**src/rtl/delay_responder.sv**
```systemverilog
// Request/delayed-response responder: accepts one tagged request, waits max(cfg_delay,1) cycles, holds the response until taken.
// Optional embedded protocol assertions under `define DELAY_RESPONDER_SVA_EN.
module delay_responder #(
    parameter int CNT_W  = 8,
    parameter int TAG_W  = 4,
    parameter int STAT_W = 16
) (
    input  logic              clk,
    input  logic              rst_n,
    input  logic [CNT_W-1:0]  cfg_delay,
    input  logic              req_valid,
    input  logic [TAG_W-1:0]  req_tag,
    output logic              req_ready,
    input  logic              abort,
    output logic              resp_valid,
    output logic [TAG_W-1:0]  resp_tag,
    input  logic              resp_ready,
    output logic              busy,
    output logic [STAT_W-1:0] resp_count
);

    typedef enum logic [1:0] {IDLE, WAIT, RESP} state_t;

    state_t             state_q, state_d;
    logic [CNT_W-1:0]   cnt_q, cnt_d;
    logic [TAG_W-1:0]   tag_q, tag_d;
    logic [STAT_W-1:0]  count_q, count_d;
    logic               req_ready_q, req_ready_d;
    logic               resp_valid_q, resp_valid_d;
    logic               busy_q, busy_d;
    logic [CNT_W-1:0]   eff_delay;
    logic               accept;

    // A zero delay is treated as the minimum one-cycle response.
    assign eff_delay = (cfg_delay == '0) ? CNT_W'(1) : cfg_delay;
    assign accept    = req_valid && req_ready_q;

    always_comb begin
        state_d = state_q;
        cnt_d   = cnt_q;
        tag_d   = tag_q;
        count_d = count_q;
        case (state_q)
            IDLE: begin
                if (accept) begin
                    tag_d = req_tag;
                    if (eff_delay == CNT_W'(1)) begin
                        state_d = RESP;
                        cnt_d   = '0;
                    end else begin
                        state_d = WAIT;
                        cnt_d   = eff_delay - CNT_W'(1);
                    end
                end
            end
            WAIT: begin
                if (abort) begin
                    state_d = IDLE;
                    cnt_d   = '0;
                end else if (cnt_q <= CNT_W'(1)) begin
                    state_d = RESP;
                    cnt_d   = '0;
                end else begin
                    cnt_d = cnt_q - CNT_W'(1);
                end
            end
            RESP: begin
                // A handshake in the same cycle as abort still completes and counts.
                if (resp_ready) begin
                    state_d = IDLE;
                    count_d = count_q + STAT_W'(1);
                end else if (abort) begin
                    state_d = IDLE;
                end
            end
            default: state_d = IDLE;
        endcase
        req_ready_d  = (state_d == IDLE);
        resp_valid_d = (state_d == RESP);
        busy_d       = (state_d != IDLE);
    end

    always_ff @(posedge clk) begin
        if (!rst_n) begin
            state_q      <= IDLE;
            cnt_q        <= '0;
            tag_q        <= '0;
            count_q      <= '0;
            req_ready_q  <= 1'b1;
            resp_valid_q <= 1'b0;
            busy_q       <= 1'b0;
        end else begin
            state_q      <= state_d;
            cnt_q        <= cnt_d;
            tag_q        <= tag_d;
            count_q      <= count_d;
            req_ready_q  <= req_ready_d;
            resp_valid_q <= resp_valid_d;
            busy_q       <= busy_d;
        end
    end

    assign req_ready  = req_ready_q;
    assign resp_valid = resp_valid_q;
    assign resp_tag   = tag_q;
    assign busy       = busy_q;
    assign resp_count = count_q;

`ifdef DELAY_RESPONDER_SVA_EN
    logic [CNT_W:0]   sva_elapsed;
    logic [CNT_W-1:0] sva_d;
    logic             sva_armed;

    // Cycles since the last acceptance, and whether a response rise is still owed to it.
    always_ff @(posedge clk) begin
        if (!rst_n) begin
            sva_elapsed <= '0;
            sva_d       <= '0;
            sva_armed   <= 1'b0;
        end else if (accept) begin
            sva_elapsed <= (CNT_W+1)'(1);
            sva_d       <= eff_delay;
            sva_armed   <= 1'b1;
        end else begin
            sva_elapsed <= sva_elapsed + (CNT_W+1)'(1);
            if (resp_valid_q) sva_armed <= 1'b0;
        end
    end

    a_delay_exact: assert property (@(posedge clk) disable iff (!rst_n)
        $rose(resp_valid) |-> (sva_elapsed == {1'b0, sva_d}));
    a_delay_not_late: assert property (@(posedge clk) disable iff (!rst_n)
        (state_q == WAIT) |-> (sva_elapsed < {1'b0, sva_d}));
    a_resp_stable: assert property (@(posedge clk) disable iff (!rst_n)
        (resp_valid && !resp_ready && !abort) |=> (resp_valid && $stable(resp_tag)));
    a_no_ready_and_valid: assert property (@(posedge clk) disable iff (!rst_n)
        !(req_ready && resp_valid));
    a_one_rise_per_accept: assert property (@(posedge clk) disable iff (!rst_n)
        $rose(resp_valid) |-> sva_armed);
`endif

endmodule

```
**config.mk**
```make
export PLATFORM = sky130hd
export DESIGN_NAME = delay_responder
export DESIGN_NICKNAME = d
export VERILOG_FILES = /design/src/rtl/delay_responder.sv
export SDC_FILE = /design/constraint.sdc
export NUM_CORES = 1
export LEC_CHECK = 0
export ABC_AREA = 1
export BUFFER_PORTS_ARGS = -buffer_cell sky130_fd_sc_hd__buf_4
export CAP_MARGIN = 15
export CELL_PAD_IN_SITES_DETAIL_PLACEMENT = 0
export CELL_PAD_IN_SITES_GLOBAL_PLACEMENT = 1
export CORE_MARGIN = 5
export CORE_UTILIZATION = 28
export DETAILED_ROUTE_END_ITERATION = 7
export GPL_ROUTABILITY_DRIVEN = 0
export GPL_TIMING_DRIVEN = 1
export PLACE_DENSITY = 0.74
export SLEW_MARGIN = 10
export SYNTH_ARGS = -nofsm -noshare
export SYNTH_HDL_FRONTEND = slang
export SYNTH_SLANG_ARGS = --single-unit
```
**constraint.sdc**
```tcl
create_clock -name clk -period 2.3 [get_ports clk]
set_input_delay 0.23 -clock clk [delete_from_list [all_inputs] [get_ports clk]]
set_output_delay 0.23 -clock clk [all_outputs]
set_load 0.01 [all_outputs]
```
==> results.sh <==
export IMPL_status="complete, no violations"
export IMPL_ys_seq_area_share_pct=34.60
export IMPL_synthXorXnorAreaFrac_pct=1.835
export IMPL_final_period_utilization_pct=70.48
export IMPL_cts_resized=0
export IMPL_p_per_area_mw_per_mm2=634.7
export IMPL_synthAdderAreaFrac_pct=3.277
export IMPL_antenna_cells=0
export IMPL_cp_slowest_cell="nor2_1"
export IMPL_slowest_delay_ns=0.31
export IMPL_clockBufferDepth=2
export IMPL_drc=0
export IMPL_path_class="input pin to flip-flop"
export IMPL_setup_tns_ns=0
export IMPL_antenna_found_initial=0
export IMPL_drtAntennaViolNets=0
export IMPL_syn_cell_area_mm2=0.001909
export IMPL_first_iter_violations=70
export IMPL_p_leak_nw=1.122
export IMPL_place_hpwl_mm=3.765
export IMPL_setup_viol_count_final=0
export IMPL_start_util_pct=28.42
export IMPL_avgViaCountPerCell=4.580
export IMPL_synth_seq_cells=33
export IMPL_clkSinkCount=33
export IMPL_vdd_drop_max_mv=0.2016
export IMPL_crit_path_start_kind="input pin"
export IMPL_coreArea_mm2=0.006719
export IMPL_io_buffers=39
export IMPL_via_count=1942
export IMPL_slew_viol_final=0
export IMPL_period_minus_slack_ns=1.621
export IMPL_setup_worst_path_end_class="flip-flop"
export IMPL_required_ns=2.52
export IMPL_cts_setup_buffers=0
export IMPL_gr_total_overflow=0
export IMPL_h_tree_depth=2
export IMPL_cts_inserted_buffers=5
export IMPL_cap_violations=0
export IMPL_insertion_delay_ns=0.29
export IMPL_finalInstanceArea_mm2=0.002402
export IMPL_relSlewSlack_pct=74.67
export IMPL_firstDrtPassIters=4
export IMPL_yosysWarnings=0
export IMPL_cp_top_family="simple AND/OR/NAND/NOR gates"
export IMPL_min_path_type="input pin to flip-flop"
export IMPL_die_area_mm2=0.008570
export IMPL_reg2regPathDepth=11
export IMPL_rows=30
export IMPL_synth_top_family_by_area="simple AND/OR/NAND/NOR gates"
export IMPL_synth_mux_area_share_pct=0
export IMPL_syn2layout_area_growth_pct=25.82
export IMPL_clk_root_buffer_cell="clkbuf_8"
export IMPL_synth_simple_area_share_pct=37.61
export IMPL_die_h_um=92.58
export IMPL_fill_cells=749
export IMPL_grt_max_degree=25
export IMPL_drive_gt1_share_pct=16.57
export IMPL_max_freq_mhz=616.9
export IMPL_synth_cell_type_count=26
export IMPL_grt_util_all_layers_pct=12.12
export IMPL_clock_skew_ns=0.009909
export IMPL_min_from="req_tag[2]"
export IMPL_synth_compound_area_share_pct=11.99
export IMPL_grt_pass1_vias=1890
export IMPL_synth_cells=300
export IMPL_cts_tree="built"
export IMPL_synth_fp_nets=322
export IMPL_holdPathStages=3
export IMPL_crit_top_cell="nor2_1"
export IMPL_grt_pass1_wl_mm=8.500
export IMPL_r2r_end="cnt_q[5]"
export IMPL_tightestPinTransition_ns=0.3785
export IMPL_ctsHoldBuffers=0
export IMPL_syn_area_per_cell_um2=6.364
export IMPL_critPathBufInv=3
export IMPL_cp_cell_sequence="buf_4 -> nor2_1 -> nand2_1 -> inv_1 -> a21oi_1 -> inv_1 -> ha_1 -> nand2_1 -> nor2_1 -> nor2_1 -> nand2_1 -> nor2_1 -> nor2_1 -> nor2_1"
export IMPL_ios=40
export IMPL_r2r_start="cnt_q[0]"
export IMPL_min_to="resp_tag[2]"
export IMPL_reg2reg_slack_ns=0.74
export IMPL_crit_arrival_ns=1.84
export IMPL_avgRoutedWirePerCell_um=11.32
export IMPL_placed_area_mm2=0.002286
export IMPL_routed_wl_mm=4.801
export IMPL_fin_nets=365
export IMPL_path_max_fanout=6
export IMPL_rsz0062_at_grt="no"
export IMPL_hold_viol=0
export IMPL_die_w_um=92.58
export IMPL_cts_clk_slew_worst_paths_ns=0.07
power by group:
group	leakage (nW)	internal [mW]	switching, mW
sequential	0.269	0.609	0.0306
clock	0.0585	0.353	0.217
combinational	0.794	0.124	0.190
area by class of cell:
type / count / area, um2 / share of cell area (%)
Multi-Input combinational cell: 214 / 1045 / 43.49
Sequential cell: 33 / 660.6 / 27.50
Timing Repair Buffer: 39 / 292.8 / 12.19
Inverter: 50 / 187.7 / 7.813
Tap cell: 80 / 100.1 / 4.167
Clock buffer: 7 / 86.33 / 3.594
Clock inverter: 1 / 30.03 / 1.250
sequential cells by signal, indices dropped and copies added (netlist names):
name	cells
state_q	2
resp_count	16
cnt_q	8
resp_tag	4
req_ready	1
busy	1
resp_valid	1
synth_stat cells (all sizes together):
| library cell | count | area (um2) |
|---|---|---|
| a211oi | 2 | 15.01 |
| a21oi | 18 | 90.09 |
| a31oi | 1 | 6.260 |
| and2 | 1 | 6.260 |
| buf | 2 | 12.51 |
| clkbuf | 1 | 3.750 |
| dfxtp | 33 | 660.6 |
| ha | 5 | 62.56 |
| inv | 50 | 187.7 |
| nand2 | 69 | 264.0 |
| nand3 | 26 | 142.6 |
| nand4 | 10 | 68.81 |
| nor2 | 49 | 203.9 |
| nor3 | 4 | 20.02 |
| o21ai | 22 | 110.1 |
| o21bai | 1 | 7.510 |
| or2 | 2 | 12.51 |
| xor2 | 4 | 35.03 |
worst reg2reg max path, cell delays in order, from the launching register on:
cell and delay, ns:
dfxtp_1 0.37, inv_1 0.11, ha_1 0.25, inv_1 0.06
nand2_1 0.04, nand2_1 0.06, nor2_2 0.06, nor2_4 0.19
nand3_1 0.11, nand2_1 0.08, inv_1 0.04, a21oi_1 0.11
routing by layer:
layer,wire (um),GRT usage (%),vias up
met3,231,2.924,8
met2,2237,21.03,32
li1,-,-,1048
met4,85,4.455,0
met5,0,0,-
met1,2247,14.41,854
worst max path at each step:
stage,start,end,slack (ns),cells after the start
after floorplan,cfg_delay[4],cnt_q[7],0.79,13
final,cfg_delay[5],cnt_q[7],0.68,14
after global placement,cfg_delay[5],cnt_q[7],0.48,14
after detailed placement,cfg_delay[5],cnt_q[7],0.39,14
after CTS,cfg_delay[5],cnt_q[7],0.69,14
after global routing,cfg_delay[5],cnt_q[7],0.42,14
placed cells by master, fill, tap and decap left out, types with 2 or more instances in the layout:
cell type	count
inv_1	49
buf_4	39
nand4_1	9
nor2_1	45
a21oi_1	18
xor2_1	4
nor3_1	4
o21ai_0	21
dfxtp_1	33
or2_2	2
clkbuf_8	6
nor2_2	2
a211oi_1	2
nor2_4	2
nand2_2	2
nand3_1	25
ha_1	5
nand2_1	67
cell families (layout without fill, tap and decap cells):
logic type,after synthesis,in the layout
xor+xnor,4,4
buf+inv,53,97
fa+ha+maj,5,5
flops,33,33
compound gates,44,44
simple gates,161,161
stage by stage:
stage / power [mW] / cells / utilization (%) / setup WS [ns] / hold WS (ns)
after detailed placement: 0.9698 / 416 / 34.02 / 0.3897 / 0.4750
after global placement: 0.9691 / 416 / 34.02 / 0.4812 / 0.4668
final: 1.525 / 424 / 35.75 / 0.6789 / 0.2024
after floorplan: 0.8727 / 300 / - / 0.7861 / 0.3596
after CTS: 1.550 / 424 / 35.75 / 0.6858 / 0.1953
after global routing: 1.624 / 424 / 35.75 / 0.4240 / 0.2123
Power figures use the tool's default switching activity.
